--- src/rtl/riscv_pkg.sv ---
// Shared RV32I decode definitions: opcodes, immediate formats and instruction field positions.
package riscv_pkg;

  localparam logic [6:0] OPC_LUI    = 7'b0110111;
  localparam logic [6:0] OPC_AUIPC  = 7'b0010111;
  localparam logic [6:0] OPC_JAL    = 7'b1101111;
  localparam logic [6:0] OPC_JALR   = 7'b1100111;
  localparam logic [6:0] OPC_BRANCH = 7'b1100011;
  localparam logic [6:0] OPC_LOAD   = 7'b0000011;
  localparam logic [6:0] OPC_STORE  = 7'b0100011;
  localparam logic [6:0] OPC_OP_IMM = 7'b0010011;
  localparam logic [6:0] OPC_OP     = 7'b0110011;
  localparam logic [6:0] OPC_FENCE  = 7'b0001111;
  localparam logic [6:0] OPC_SYSTEM = 7'b1110011;

  typedef enum logic [2:0] {
    IMM_NONE,
    IMM_I,
    IMM_S,
    IMM_B,
    IMM_U,
    IMM_J
  } imm_type_e;

  localparam int unsigned OPC_LSB  = 0;
  localparam int unsigned OPC_MSB  = 6;
  localparam int unsigned RD_LSB   = 7;
  localparam int unsigned RD_MSB   = 11;
  localparam int unsigned F3_LSB   = 12;
  localparam int unsigned F3_MSB   = 14;
  localparam int unsigned RS1_LSB  = 15;
  localparam int unsigned RS1_MSB  = 19;
  localparam int unsigned RS2_LSB  = 20;
  localparam int unsigned RS2_MSB  = 24;
  localparam int unsigned F7B5_BIT = 30;

endpackage

--- src/rtl/imm_gen.sv ---
// Combinational immediate generator and RV32I opcode legality check.
// Also used by the branch unit, so it carries no pipeline state.
module imm_gen
  import riscv_pkg::*;
#(
  parameter int unsigned XLEN = 32
) (
  input  logic [31:0]     instr,
  output imm_type_e       immType,
  output logic [XLEN-1:0] exImm,
  output logic            illegal
);

  logic [6:0] opc;
  logic       sgn;

  assign opc = instr[OPC_MSB:OPC_LSB];
  assign sgn = instr[31];

  always_comb begin
    immType = IMM_NONE;
    illegal = 1'b0;
    unique case (opc)
      OPC_LOAD, OPC_OP_IMM, OPC_JALR, OPC_SYSTEM: immType = IMM_I;
      OPC_STORE:                                  immType = IMM_S;
      OPC_BRANCH:                                 immType = IMM_B;
      OPC_LUI, OPC_AUIPC:                         immType = IMM_U;
      OPC_JAL:                                    immType = IMM_J;
      OPC_OP, OPC_FENCE:                          immType = IMM_NONE;
      default:                                    illegal = 1'b1;
    endcase
  end

  // Every format keeps instr[31] as the sign, so all replicate it into the upper bits.
  always_comb begin
    exImm = '0;
    unique case (immType)
      IMM_I:   exImm = {{(XLEN-11){sgn}}, instr[30:20]};
      IMM_S:   exImm = {{(XLEN-11){sgn}}, instr[30:25], instr[11:7]};
      IMM_B:   exImm = {{(XLEN-12){sgn}}, instr[7], instr[30:25], instr[11:8], 1'b0};
      IMM_U:   exImm = {{(XLEN-31){sgn}}, instr[30:12], 12'b0};
      IMM_J:   exImm = {{(XLEN-20){sgn}}, instr[19:12], instr[20], instr[30:21], 1'b0};
      default: exImm = '0;
    endcase
  end

endmodule

--- src/rtl/decode_stage.sv ---
// RISC-V decode stage: holds an instruction in D1 while register_file data returns,
// bypasses writebacks that the registered read would miss, and presents a handshaked bundle.
module decode_stage
  import riscv_pkg::*;
#(
  parameter int unsigned     XLEN     = 32,
  parameter logic [XLEN-1:0] RESET_PC = '0
) (
  input  logic            clk,
  input  logic            rst,
  input  logic [31:0]     instrIn,
  input  logic [XLEN-1:0] pcIn,
  input  logic            instrValid,
  output logic            instrReady,
  input  logic            flush,
  output logic [4:0]      readReg1,
  output logic [4:0]      readReg2,
  input  logic [XLEN-1:0] readData1,
  input  logic [XLEN-1:0] readData2,
  input  logic            wbEnable,
  input  logic [4:0]      wbReg,
  input  logic [XLEN-1:0] wbData,
  output logic            exValid,
  input  logic            exReady,
  output logic [XLEN-1:0] exPc,
  output logic [XLEN-1:0] exRs1Data,
  output logic [XLEN-1:0] exRs2Data,
  output logic [XLEN-1:0] exImm,
  output logic [4:0]      exRd,
  output logic [6:0]      exOpcode,
  output logic [2:0]      exFunct3,
  output logic            exFunct7b5,
  output logic            exIllegal
);

  logic            d1_valid;
  logic [31:0]     d1_instr;
  logic [XLEN-1:0] d1_pc;
  logic            byp1, byp2;
  logic [XLEN-1:0] byp1_data, byp2_data;

  logic            ex_advance, d1_advance, d1_hold, accept, transfer;
  logic [4:0]      d1_rs1, d1_rs2;
  logic            byp1_set, byp2_set;
  logic [XLEN-1:0] opnd1, opnd2;
  imm_type_e       imm_type;
  logic [XLEN-1:0] imm;
  logic            illegal;

  assign ex_advance = !exValid || exReady;
  assign d1_advance = !d1_valid || ex_advance;
  assign d1_hold    = d1_valid && !ex_advance;
  assign instrReady = d1_advance && !flush;
  assign accept     = instrValid && instrReady;
  assign transfer   = d1_valid && ex_advance && !flush;

  assign d1_rs1 = d1_instr[RS1_MSB:RS1_LSB];
  assign d1_rs2 = d1_instr[RS2_MSB:RS2_LSB];

  // While D1 is stuck, keep re-reading its registers so readData tracks the latest edge.
  assign readReg1 = d1_hold ? d1_rs1 : instrIn[RS1_MSB:RS1_LSB];
  assign readReg2 = d1_hold ? d1_rs2 : instrIn[RS2_MSB:RS2_LSB];

  // A write on the sampling edge is invisible to the registered read; remember it.
  assign byp1_set = wbEnable && (wbReg == readReg1) && (readReg1 != 5'd0);
  assign byp2_set = wbEnable && (wbReg == readReg2) && (readReg2 != 5'd0);

  always_comb begin
    opnd1 = readData1;
    if (d1_rs1 == 5'd0)                     opnd1 = '0;
    else if (wbEnable && (wbReg == d1_rs1)) opnd1 = wbData;
    else if (byp1)                          opnd1 = byp1_data;
  end

  always_comb begin
    opnd2 = readData2;
    if (d1_rs2 == 5'd0)                     opnd2 = '0;
    else if (wbEnable && (wbReg == d1_rs2)) opnd2 = wbData;
    else if (byp2)                          opnd2 = byp2_data;
  end

  imm_gen #(
    .XLEN(XLEN)
  ) u_imm_gen (
    .instr  (d1_instr),
    .immType(imm_type),
    .exImm  (imm),
    .illegal(illegal)
  );

  always_ff @(posedge clk or posedge rst) begin
    if (rst) begin
      d1_valid  <= 1'b0;
      d1_instr  <= '0;
      d1_pc     <= '0;
      byp1      <= 1'b0;
      byp2      <= 1'b0;
      byp1_data <= '0;
      byp2_data <= '0;
    end else begin
      if (flush) begin
        d1_valid <= 1'b0;
      end else if (accept) begin
        d1_valid <= 1'b1;
        d1_instr <= instrIn;
        d1_pc    <= pcIn;
      end else if (d1_advance) begin
        d1_valid <= 1'b0;
      end
      if (accept || d1_hold) begin
        byp1 <= byp1_set;
        byp2 <= byp2_set;
        if (byp1_set) byp1_data <= wbData;
        if (byp2_set) byp2_data <= wbData;
      end
    end
  end

  always_ff @(posedge clk or posedge rst) begin
    if (rst) begin
      exValid    <= 1'b0;
      exPc       <= RESET_PC;
      exRs1Data  <= '0;
      exRs2Data  <= '0;
      exImm      <= '0;
      exRd       <= '0;
      exOpcode   <= '0;
      exFunct3   <= '0;
      exFunct7b5 <= 1'b0;
      exIllegal  <= 1'b0;
    end else if (flush) begin
      exValid <= 1'b0;
    end else if (transfer) begin
      exValid    <= 1'b1;
      exPc       <= d1_pc;
      exRs1Data  <= opnd1;
      exRs2Data  <= opnd2;
      exImm      <= imm;
      exRd       <= d1_instr[RD_MSB:RD_LSB];
      exOpcode   <= d1_instr[OPC_MSB:OPC_LSB];
      exFunct3   <= d1_instr[F3_MSB:F3_LSB];
      exFunct7b5 <= d1_instr[F7B5_BIT];
      exIllegal  <= illegal;
    end else if (exReady) begin
      exValid <= 1'b0;
    end
  end

endmodule
--- config.mk ---
export PLATFORM = sky130hd
export DESIGN_NAME = decode_stage
export DESIGN_NICKNAME = d
export VERILOG_FILES = /design/src/rtl/riscv_pkg.sv /design/src/rtl/imm_gen.sv /design/src/rtl/decode_stage.sv
export SDC_FILE = /design/constraint.sdc
export NUM_CORES = 1
export LEC_CHECK = 0
export ABC_AREA = 1
export CAP_MARGIN = 20
export CORE_MARGIN = 8
export CORE_UTILIZATION = 51
export DETAILED_ROUTE_END_ITERATION = 6
export HOLD_SLACK_MARGIN = 0.06
export PLACE_DENSITY_LB_ADDON = 0.2
export SYNTH_ARGS = -nofsm -noshare
export SYNTH_HDL_FRONTEND = slang
export SYNTH_SLANG_ARGS = --single-unit
--- constraint.sdc ---
create_clock -name clk -period 17.6 [get_ports clk]
set_input_delay 3.52 -clock clk [delete_from_list [all_inputs] [get_ports clk]]
set_output_delay 3.52 -clock clk [all_outputs]
set_load 0.005 [all_outputs]
## Word level (Yosys, flattened, before mapping)

Cells that the tools add are included.
Widths: inputs -> output; s select.

- Equality and inequality tests: 20
- Bitwise logic cells: 1
- Reduce and logical (&&, ||, !) cells: 31
- Multipliers: 0
- Divide/modulo/power cells: 0
- Order comparisons: 0
- Add/sub/neg operators: 0
- Shift operators: 0
- Multiplexer cells: 17

Operator list:

| kind | number |
|---|---|
| $mux 32 | 6 |
| $pmux 32 s5 | 1 |
| $eq 7x7->1 const B | 4 |
| $eq 7x6->1 const B | 3 |
| $eq 5x5->1 | 4 |
| $pmux 3 s5 | 1 |
| $eq 7x5->1 const B | 2 |
| $logic_and 1x1->1 | 11 |
| $reduce_or 11->1 | 1 |
| $logic_not 5->1 | 2 |
| $mux 5 | 2 |
| $reduce_bool 5->1 | 2 |
| $reduce_and 2->1 | 4 |
| $eq 7x2->1 const B | 1 |
| $eq 7x4->1 const B | 1 |
| $mux 1 | 7 |
| $eq 3x2->1 const B | 2 |
| $eq 3x3->1 const B | 2 |
| $reduce_bool 3->1 | 2 |
| $logic_not 1->1 | 4 |
| $reduce_or 4->1 | 1 |
| $eq 3x1->1 const B | 1 |
| $logic_or 1x1->1 | 3 |
| $reduce_or 2->1 | 1 |
| $not 1->1 | 1 |

- Bits in latches: 0
- ROM bits: 0
- Output and inout port bits: 157
- Bits in writable memories: 0
- Word-level logic and storage cells: 86
- Register bits after elaboration: 277
- Memories: 0
- Input port bits: 171

## Logic depth before layout (Yosys ltp)

Gate-level depths: netlist of run 1.

- Depth after elaboration: 9
- Gate-level depth with buffers: 12
- Depth with buffers taken out: 11

## Modules after synthesis

Synthesis of run 1 repeated with hierarchy kept, for this count alone.

- Cells, all modules: 1729
- Area, all modules: 13501.7 um2

By module, submodules not included:

| module | cells an instance | seq. area each (um2) | area an instance (um2) | times used |
|---|---|---|---|---|
| decode_stage | 1553 | 6931.6 | 12614.6 | 1 |
| imm_gen | 176 | 0.0 | 887.1 | 1 |

## Worst setup path before layout of run 1

No wires, ideal clock.

- Path kind: input to output
- Start point: input port exReady
- End point: output port instrReady
- Stages on the path: 6
- Arrival time: 4.315 ns
- Path slack: 9.765 ns
- Required time: 14.080 ns
- Buffers on the path: 1
- Cells stage by stage: inv_1 > nand3_2 > inv_2 > or2_2 > inv_2 > clkbuf_1

- Cells in the longest elaborated chain, start to end: 3

Ends and longest elaborated chain:

| what | RTL line | source |
|---|---|---|
| start: declaration | decode_stage.sv:24 | `input logic exReady,` |
| $logic_or 1x1->1 | decode_stage.sv:50 | `assign ex_advance = !exValid \|\| exReady;` |
| $logic_or 1x1->1 | decode_stage.sv:51 | `assign d1_advance = !d1_valid \|\| ex_advance;` |
| $logic_and 1x1->1 | decode_stage.sv:53 | `assign instrReady = d1_advance && !flush;` |
| end: declaration | decode_stage.sv:14 | `output logic instrReady,` |

No other way between the ends.

## Worst setup path after layout of run 1

Ends and elaborated chain as after synthesis.

==> results of run 1 <==
## layout by cell type, fill, tap and decap left out, drive strengths merged
cell type,count
nand2,682
dfrtp,277
nor2,74
clkbuf,42
nor3,6
o22ai,3
clkinv,8
xor2,1
inv,79
buf,11
a21oi,27
a31oi,1
or2,1
clkdlybuf4s50,327
mux2i,64
o21ai,62
bufinv,2
diode,6
clkinvlp,2
nand3,198
nand4,47
## final timing paths
path | from | to | slack (ns) | depth (start not counted)
max reg2reg | d1_valid | byp2_data[1] | 14.01 | 9
min reg2reg | exPc[5] | exPc[5] | 0.47 | 2
max | exReady | instrReady | 7.93 | 7
max in group asynchronous | rst | d1_instr[28] | 11.75 | 5
min in group asynchronous | rst | exOpcode[0] | 3.32 | 2
min | exPc[5] | exPc[5] | 0.47 | 2
## worst min-delay path, cell delays in order, from the launching register on
cell,delay (ns)
dfrtp_1,0.34
nand2_1,0.05
nand2_1,0.05
## layout make-up
cell class	count	area, sq um	area share (%)
sequential	277	6930	39.7
multi-input combinational	1166	5390	30.8
timing repair buffer	338	3400	19.4
clock buffer	42	897	5.14
tap	330	413	2.36
inverter	79	307	1.76
clock inverter	12	115	0.659
antenna	6	15.0	0.0860
## cell families after synthesis
group	share of synthesized area [%]
buffers and inverters	6.05
AOI/OAI and AO/OA	3.63
and+or+nand+nor	32.3
xor gates and xnor gates	0.0671
DFF	53.1
muxes	4.91
## stage by stage
stage                     std cells  setup slack, ns
after detailed placement       2189             7.94
final                          2250             7.93
after floorplan                1624             6.44
after global placement         2188             8.00
after CTS                      2243             7.95
after global routing           2250             7.79
## flip-flops by register name (all words and copies together), names as in the netlist, 3 cells and up
signal     count
exImm         32
exPc          32
byp1_data     32
exRs2Data     32
d1_instr      32
byp2_data     32
exRs1Data     32
exOpcode       7
exFunct3       3
d1_pc         32
exRd           5
## where the power goes
part / switching (uW) / internal [uW] / leakage, uW
clock: 258 / 382 / 0.000503
combinational: 180 / 195 / 0.00469
sequential: 70.3 / 738 / 0.00353
total: 508 / 1310 / 0.00872
## layer usage
layer / global-route usage (%) / up-vias
li1: - / 5755
met3: 7.16 / 106
met2: 42.2 / 572
met1: 35.1 / 5982
met5: 0 / -
met4: 10.6 / 6
==> run metrics, run 1 <==
status finished, final reports clean; DRT antenna net count 0; f_max 0.103 GHz; DR WL met2 19.7 mm; DRT Pass-1 Iters 5; largest net degree at the start of global routing 147; htree depth 1; Vias 12.4k; FILL cells 1995; Sink Count 277; Core Rows 58; DR vias/cell 5.52; critical-path cell list clkdlybuf4s50_1 -> inv_1 -> nand3_2 -> inv_2 -> or2_2 -> inv_2 -> clkdlybuf4s50_1; nets 2063; clk_skew 0.0131 ns; CP Capture Type primary output; antenna violations before repair 9; synth warn 0; WL met1 about 17 mm; 1st-iter DRT viols 1136; fin crit share 54.9%; top cells by count, synth nand2_1 (678), dfrtp_1 (277), nand3_1 (196); Slew Limit Fails 0; setup TNS 0 ns; Worst path max stage delay 0.65 ns; Worst slew margin 28.6%; syn nets approximately 1.8k; Synth async-reset ratio 100%; first-pass GRT wire length 67.7 mm; Cells after Synth 1624; post-CTS setup buffers 0; syn_area_per_cell 8.04 sq um; number of max-cap violations 0; layout cell share with drive strength beyond 1 4.75%; leading post-synthesis cells by cell area dfrtp_1 (53%), nand2_1 (19%), nand3_1 (7.5%), mux2i_1 (4.9%), nand4_1 (2.3%); sequential fraction of the synthesis area 53.1%; Final GP Congestion 0.902; initial core utilization 51.9%; post-layout minimum cycle time 9.67 ns; CP Class input pin to primary output; CTS buffer count 30; fin util 69.3%; Worst VDD drop 96.5 uV; number of synthesized flops with an enable pin 0; Fin. Hold Viols 0; vias in the first global route 12.4k; clock root buffer clkbuf_16; GR Overflow Total 0; hold slack between 0.4 and 0.5 ns; I/O pin cnt 328; Top delay family on crit path buffers and inverters; CTS Hold Bufs 0; DP HPWL roughly 29 mm; die area 0.0310 sq mm; dpl cell area between 0.015 and 0.02 sq mm; DR DRC count 0; clock buffer depth 3; PortBufs between 300 and 400; Final setup viols 0; met3 routed WL 4.03 mm; worst slew pin tran 1.07 ns; Critical path buffers and inverters 5; design area ~0.017 sq mm; P&R area growth vs syn 33.7%; pwr dens between 100 and 150 mW/mm^2; CTS tree yes; synthesized area 0.0131 sq mm; core box area between 0.02 and 0.03 sq mm; worst-skew pair later-pin latency 0.54 ns; CP arrival 6.15 ns; PostCTS Resize Cnt 0; RSZ-0062 raised after global routing false; Crit Path Max Fanout 41; Seq cells post-synth between 200 and 300; CP required 14.08 ns; post-synth top area share 53.1%; Hold WC Path Type flop to flop; Die W 176 um; leakage power 0.00872 uW; Tot GR Track Use 26.9%; chip height 176 um; Slowest-stage cell, CP clkdlybuf4s50_1; CTS clk-pin slew, worst paths about 0.06 ns; max layer used met5; Routed WL 42.7 mm; crit path launch type input pin; dominant synthesized flop cell dfrtp_1; Synth cell types 27; total chip power 1820 uW; top-count cell post-synth nand2_1; Avg WL per Cell roughly 19 um; largest area contributor in the netlist dfrtp_1
(Power assumes the default switching activity.)
==> inputs of run 2 (changes only) <==
- CORE_UTILIZATION: 51 -> 45
- clock period: 17.6 -> 7.8 ns (I/O delays scaled with it)
==> run 2 against run 1 <==
Compared with the run above:
- sequential cell count stayed put
- critical path depth is 1 higher
- wire length is 0.65% lower
- clock power is 140% higher
- utilization is 7.8 points lower
- first-iteration DRC count is 24% lower
- clock skew is 0.0056 ns higher
- hold slack hardly changed
==> run metrics, run 2 (same netlist as run 1, synthesis figures left out) <==
Worst VDD drop 153 uV (was 96.5 uV); chip height 186 um (was 176 um); largest net degree at the start of global routing 148 (was 147); design area 0.0176 sq mm (was 0.0175 sq mm); Fin. Hold Viols 0 (unchanged); Avg WL per Cell 18.4 um (was 19.0 um); CP Class input pin to primary output (unchanged); status finished, final reports clean (unchanged); die area 0.0347 sq mm (was 0.0310 sq mm); CTS buffer count 30 (unchanged); htree depth 1 (unchanged); Worst slew margin 28.2% (was 28.6%); f_max roughly 0.18 GHz; leakage power 0.00877 uW (was 0.00872 uW); Critical path buffers and inverters 6 (was 5); DRT Pass-1 Iters 7 (was 5); Core Rows 62 (was 58); CTS clk-pin slew, worst paths 0.06 ns (about the same); total chip power 4220 uW (was 1820 uW); pwr dens 240 mW/mm^2 (was 104 mW/mm^2); CTS tree yes (unchanged); Final GP Congestion 0.856 (was 0.902); Critical path origin exReady (unchanged); initial core utilization 45.6% (was 51.9%); clock buffer depth 3 (unchanged); CTS Hold Bufs 0 (unchanged); Final setup viols 0 (unchanged); 1st-iter DRT viols 867 (was 1136); critical-path cell list clkdlybuf4s50_1 -> inv_1 -> nand3_2 -> inv_2 -> or2_2 -> inv_2 -> buf_4 -> clkdlybuf4s50_1 (was clkdlybuf4s50_1 -> inv_1 -> nand3_2 -> inv_2 -> or2_2 -> inv_2 -> clkdlybuf4s50_1); PortBufs 327 (unchanged); crit path launch type input pin (unchanged); Worst path max stage delay 0.59 ns (was 0.65 ns); dpl cell area 0.0165 sq mm (was 0.0164 sq mm); PostCTS Resize Cnt 0 (unchanged); Crit Path Max Fanout 41 (unchanged); post-CTS setup buffers 0 (unchanged); hold_sp d1_pc[18] (was exPc[5]); setup TNS 0 ns (unchanged); worst slew pin tran 1.07 ns (about the same); Tot GR Track Use 23.9% (was 26.9%); CP arrival 3.88 ns (was 6.15 ns); vias in the first global route 12.2k (was 12.4k); CP Depth 8 (was 7); reg-to-reg startpoint d1_valid (unchanged); RSZ-0062 raised after global routing false (unchanged); layout cell share with drive strength beyond 1 5.05% (was 4.75%); nets 2068 (was 2063); Die W 186 um (was 176 um); core box area 0.0286 sq mm (was 0.0252 sq mm); DP HPWL 28.4 mm (was 28.6 mm); first-pass GRT wire length 68.3 mm (was 67.7 mm); Vias 12.0k (was 12.4k); Sink Count 277 (unchanged); Slew Limit Fails 0 (unchanged); most frequent cells in the layout nand2_1 (677), clkdlybuf4s50_1 (327), dfrtp_1 (275) (unchanged); I/O pin cnt 328 (unchanged); CP Capture Type primary output (unchanged); Reg2Reg Depth 9 (unchanged); GR Overflow Total 0 (unchanged); clk_skew 0.0188 ns (was 0.0131 ns); P&R area growth vs syn 35.0% (was 33.7%); r2r endpoint byp1_data[24] (was byp2_data[1]); worst setup path endpoint instrReady (unchanged); DRT antenna net count 0 (unchanged); CP required 6.24 ns (was 14.08 ns); fin crit share 69.7%; Routed WL 42.4 mm (was 42.7 mm); antenna violations before repair 6 (was 9); worst-skew pair later-pin latency 0.55 ns (was 0.54 ns); post-layout minimum cycle time 5.44 ns; clock root buffer clkbuf_16 (unchanged); most common cell after layout, fill and taps aside nand2_1 (unchanged); R2R Setup Slk 4.43 ns (was 14.01 ns); fin util 61.6% (was 69.3%); DR DRC count 0 (unchanged); number of max-cap violations 0 (unchanged); Top delay family on crit path buffers and inverters (unchanged); DR vias/cell 5.21 (was 5.52); Hold Crit Depth 2 (unchanged); Slowest-stage cell, CP clkdlybuf4s50_1 (unchanged); Hold WC Path Type flop to flop (unchanged)
[run 2: cell types whose count changed in the layout (fill, tap and decap cells not counted), sizes merged]
cell	delta
inv	-1
buf	+5
clkinvlp	+2
clkinv	-1
clkbuf	-4
bufinv	+4
[run 2: per-layer routing]
metal  track usage (%)  part of all wire, %
met1              30.6                   41
met2              38.4                   47
met3              6.26                  8.5
met4              9.14                  3.5
met5                 0                    0
[run 2: metrics by stage]
step / cells / worst slack (ns) / hold WS, ns
after floorplan: 1624 / 2.57 / 0.442
after global placement: 2248 / 2.37 / 0.453
after detailed placement: 2248 / 2.38 / 0.458
after CTS: 2302 / 2.36 / 0.468
after global routing: 2309 / 2.20 / 0.482
final: 2309 / 2.36 / 0.469
[run 2: worst min-delay path, stage by stage, from the launching register on]
cell,delay (ns)
dfrtp_1,0.34
nand2_1,0.05
nand2_1,0.06
[run 2: report_power, final]
group          total, uW  switching (uW)  internal, uW
logic                845             404           441
clock network       1560             593           967
registers           1820             153          1660
total               4220            1150          3070
[run 2: area by class of cell]
type	count	area (sq um)
Sequential cell	277	6930
Timing Repair Buffer	343	3430
Inverter	79	303
Tap cell	384	480
Multi-Input combinational cell	1166	5380
Fill cell	2516	11000
Clock buffer	38	852
Antenna cell	6	15.0
Clock inverter	16	241
[run 2: worst min-delay path by stage]
stage	endpoint	slack, ns
after floorplan	byp1_data[0]	0.44
after global placement	byp2_data[29]	0.45
after detailed placement	d1_pc[11]	0.46
after CTS	exPc[18]	0.47
after global routing	byp2_data[18]	0.48
final	exPc[18]	0.47
==> inputs of run 3 (changes only) <==
- CORE_UTILIZATION: 45 -> 50
- clock period: 7.8 -> 5.15 ns (I/O delays scaled with it)
==> run 3 against run 2 <==
Compared with the run above:
- cell count shrank 1.9%
- critical path type unchanged
- clock skew shrank 0.0057 ns
- die area shrank 9.2%
- sequential power grew 52%
- wire length shrank 0.72%
- clock-buffer cell count grew 7
- cell area shrank 0.16%
- via count grew 2.5%
- non-clock buffer count grew 6
- combinational power grew 53%
- global-route usage grew 2.4 points
- largest cell class unchanged
==> run metrics, run 3 (same netlist as run 1, synthesis figures left out) <==
CTS clk-pin slew, worst paths 0.06 ns (about the same); Tot GR Track Use 26.3% (was 23.9%); Avg WL per Cell 18.6 um (was 18.4 um); most frequent cells in the layout nand2_1 (677), clkdlybuf4s50_1 (327), dfrtp_1 (275) (unchanged); DR DRC count 0 (unchanged); initial core utilization 50.5% (was 45.6%); R2R Setup Slk 2.22 ns (was 4.43 ns); worst-skew pair later-pin latency 0.55 ns (about the same); worst setup path endpoint readReg1[1] (was instrReady); status finished, final reports clean (unchanged); Sink Count 277 (unchanged); clk_skew 0.0130 ns (was 0.0188 ns); Core Rows 59 (was 62); die area 0.0315 sq mm (was 0.0347 sq mm); CP Class input pin to primary output (unchanged); Routed WL 42.1 mm (was 42.4 mm); leakage power 0.00880 uW (was 0.00877 uW); f_max 0.247 GHz; clock buffer depth 3 (unchanged); Worst VDD drop 268 uV (was 153 uV); DP HPWL 28.6 mm (was 28.4 mm); antenna violations before repair 3 (was 6); Vias 12.3k (was 12.0k); CP Capture Type primary output (unchanged); layout cell share with drive strength beyond 1 5.25% (was 5.05%); Fin. Hold Viols 0 (unchanged); placed cells 2205 (was 2248); CTS Hold Bufs 0 (unchanged); FILL cells 2117 (was 2516); number of max-cap violations 0 (unchanged); fin crit share between 70% and 80%; Slew Limit Fails 0 (unchanged); reg-to-reg startpoint d1_valid (unchanged); most common cell after layout, fill and taps aside nand2_1 (unchanged); CP required 4.12 ns (was 6.24 ns); htree depth 1 (unchanged); CTS buffer count 31 (was 30); chip height 178 um (was 186 um); PostCTS Resize Cnt 0 (unchanged); pwr dens 359 mW/mm^2 (was 240 mW/mm^2); GR Overflow Total 0 (unchanged); core box area 0.0258 sq mm (was 0.0286 sq mm); RSZ-0062 raised after global routing false (unchanged); setup TNS 0 ns (unchanged); nets 2075 (was 2068); Final setup viols 0 (unchanged); clock root buffer clkbuf_16 (unchanged); post-layout minimum cycle time 4.05 ns; crit path launch type input pin (unchanged); Critical path origin exReady (unchanged); first-pass GRT wire length 66.8 mm (was 68.3 mm); DR vias/cell 5.44 (was 5.21); I/O pin cnt 328 (unchanged); Final GP Congestion 0.900 (was 0.856); Worst slew margin 29.9% (was 28.2%); largest net degree at the start of global routing 151 (was 148); PortBufs 327 (unchanged); CTS tree yes (unchanged); DRT Pass-1 Iters 6 (was 7); DRT antenna net count 0 (unchanged); Die W 178 um (was 186 um); P&R area growth vs syn 34.8% (was 35.0%); worst slew pin tran 1.05 ns (was 1.07 ns); vias in the first global route 12.4k (was 12.2k); CP arrival 3.02 ns (was 3.88 ns); post-CTS setup buffers 0 (unchanged); Reg2Reg Depth 10 (was 9); Post-Layout Cell Count 2265 (was 2309); Crit Path Max Fanout 15 (was 41); r2r endpoint byp1_data[1] (was byp1_data[24]); Hold WC Path Type flop to flop (unchanged); 1st-iter DRT viols 941 (was 867)
==> run 3: cell types whose count changed in the layout (fill, tap and decap cells not counted), moves of 2 or more <==
cell        previous run  this run
clkbuf_8               5        10
buf_4                 14        17
clkinvlp_4             4         1
bufinv_16              6         3
clkbuf_1               2         4
buf_12                 1         4
==> run 3: worst min path at each step <==
stage / startpoint / endpoint / slack, ns / cells after the start
finish: d1_pc[23] / exPc[23] / 0.47 / 2
CTS: d1_pc[23] / exPc[23] / 0.47 / 2
detailed placement: byp2_data[7] / byp2_data[7] / 0.46 / 2
global placement: byp2_data[7] / byp2_data[7] / 0.45 / 2
global route: exPc[17] / exPc[17] / 0.49 / 2
floorplan: byp1_data[0] / byp1_data[0] / 0.44 / 2
==> run 3: where the power goes <==
part	leakage, uW	internal, uW	switching (uW)	total (uW)
Clock	0.000525	1390	879	2270
Combinational	0.00475	675	618	1290
Sequential	0.00353	2520	234	2760
Total	0.00880	4580	1730	6310
==> run 3: cell type report <==
cell class | instances | area, sq um | area share, %
sequential | 277 | 6930 | 39.4
inverter | 79 | 303 | 1.72
clock buffer | 45 | 928 | 5.27
clock inverter | 9 | 124 | 0.704
timing repair buffer | 349 | 3510 | 19.9
tap | 335 | 419 | 2.38
multi-input combinational | 1166 | 5370 | 30.5
antenna | 5 | 12.5 | 0.0711
==> run 3: per-layer routing <==
| metal | routed length [um] | global-route usage (%) |
|---|---|---|
| met5 | 0 | 0 |
| met3 | 4200 | 7.64 |
| met1 | 16900 | 33.8 |
| met4 | 1360 | 9.48 |
| met2 | 19700 | 41.8 |
==> run 3: stage by stage <==
| step | area (sq um) | util [%] | hold WS, ns | setup WS (ns) | power, uW |
|---|---|---|---|---|---|
| global placement | 16500 | 63.8 | 0.453 | 1.15 | 4050 |
| CTS | 17600 | 68.0 | 0.470 | 1.11 | 6360 |
| finish | 17600 | 68.1 | 0.470 | 1.10 | 6310 |
| global route | 17600 | 68.1 | 0.491 | 0.935 | 6600 |
| detailed placement | 16500 | 63.9 | 0.458 | 1.12 | 4080 |
| floorplan | 13100 | - | 0.442 | 0.455 | 3270 |
==> run 3: worst max-delay path, stage by stage <==
cell,delay [ns]
clkdlybuf4s50_1,0.43
inv_1,0.27
nand3_2,0.36
inv_2,0.16
nand2_1,0.08
nand2_1,0.09
clkdlybuf4s50_1,0.60
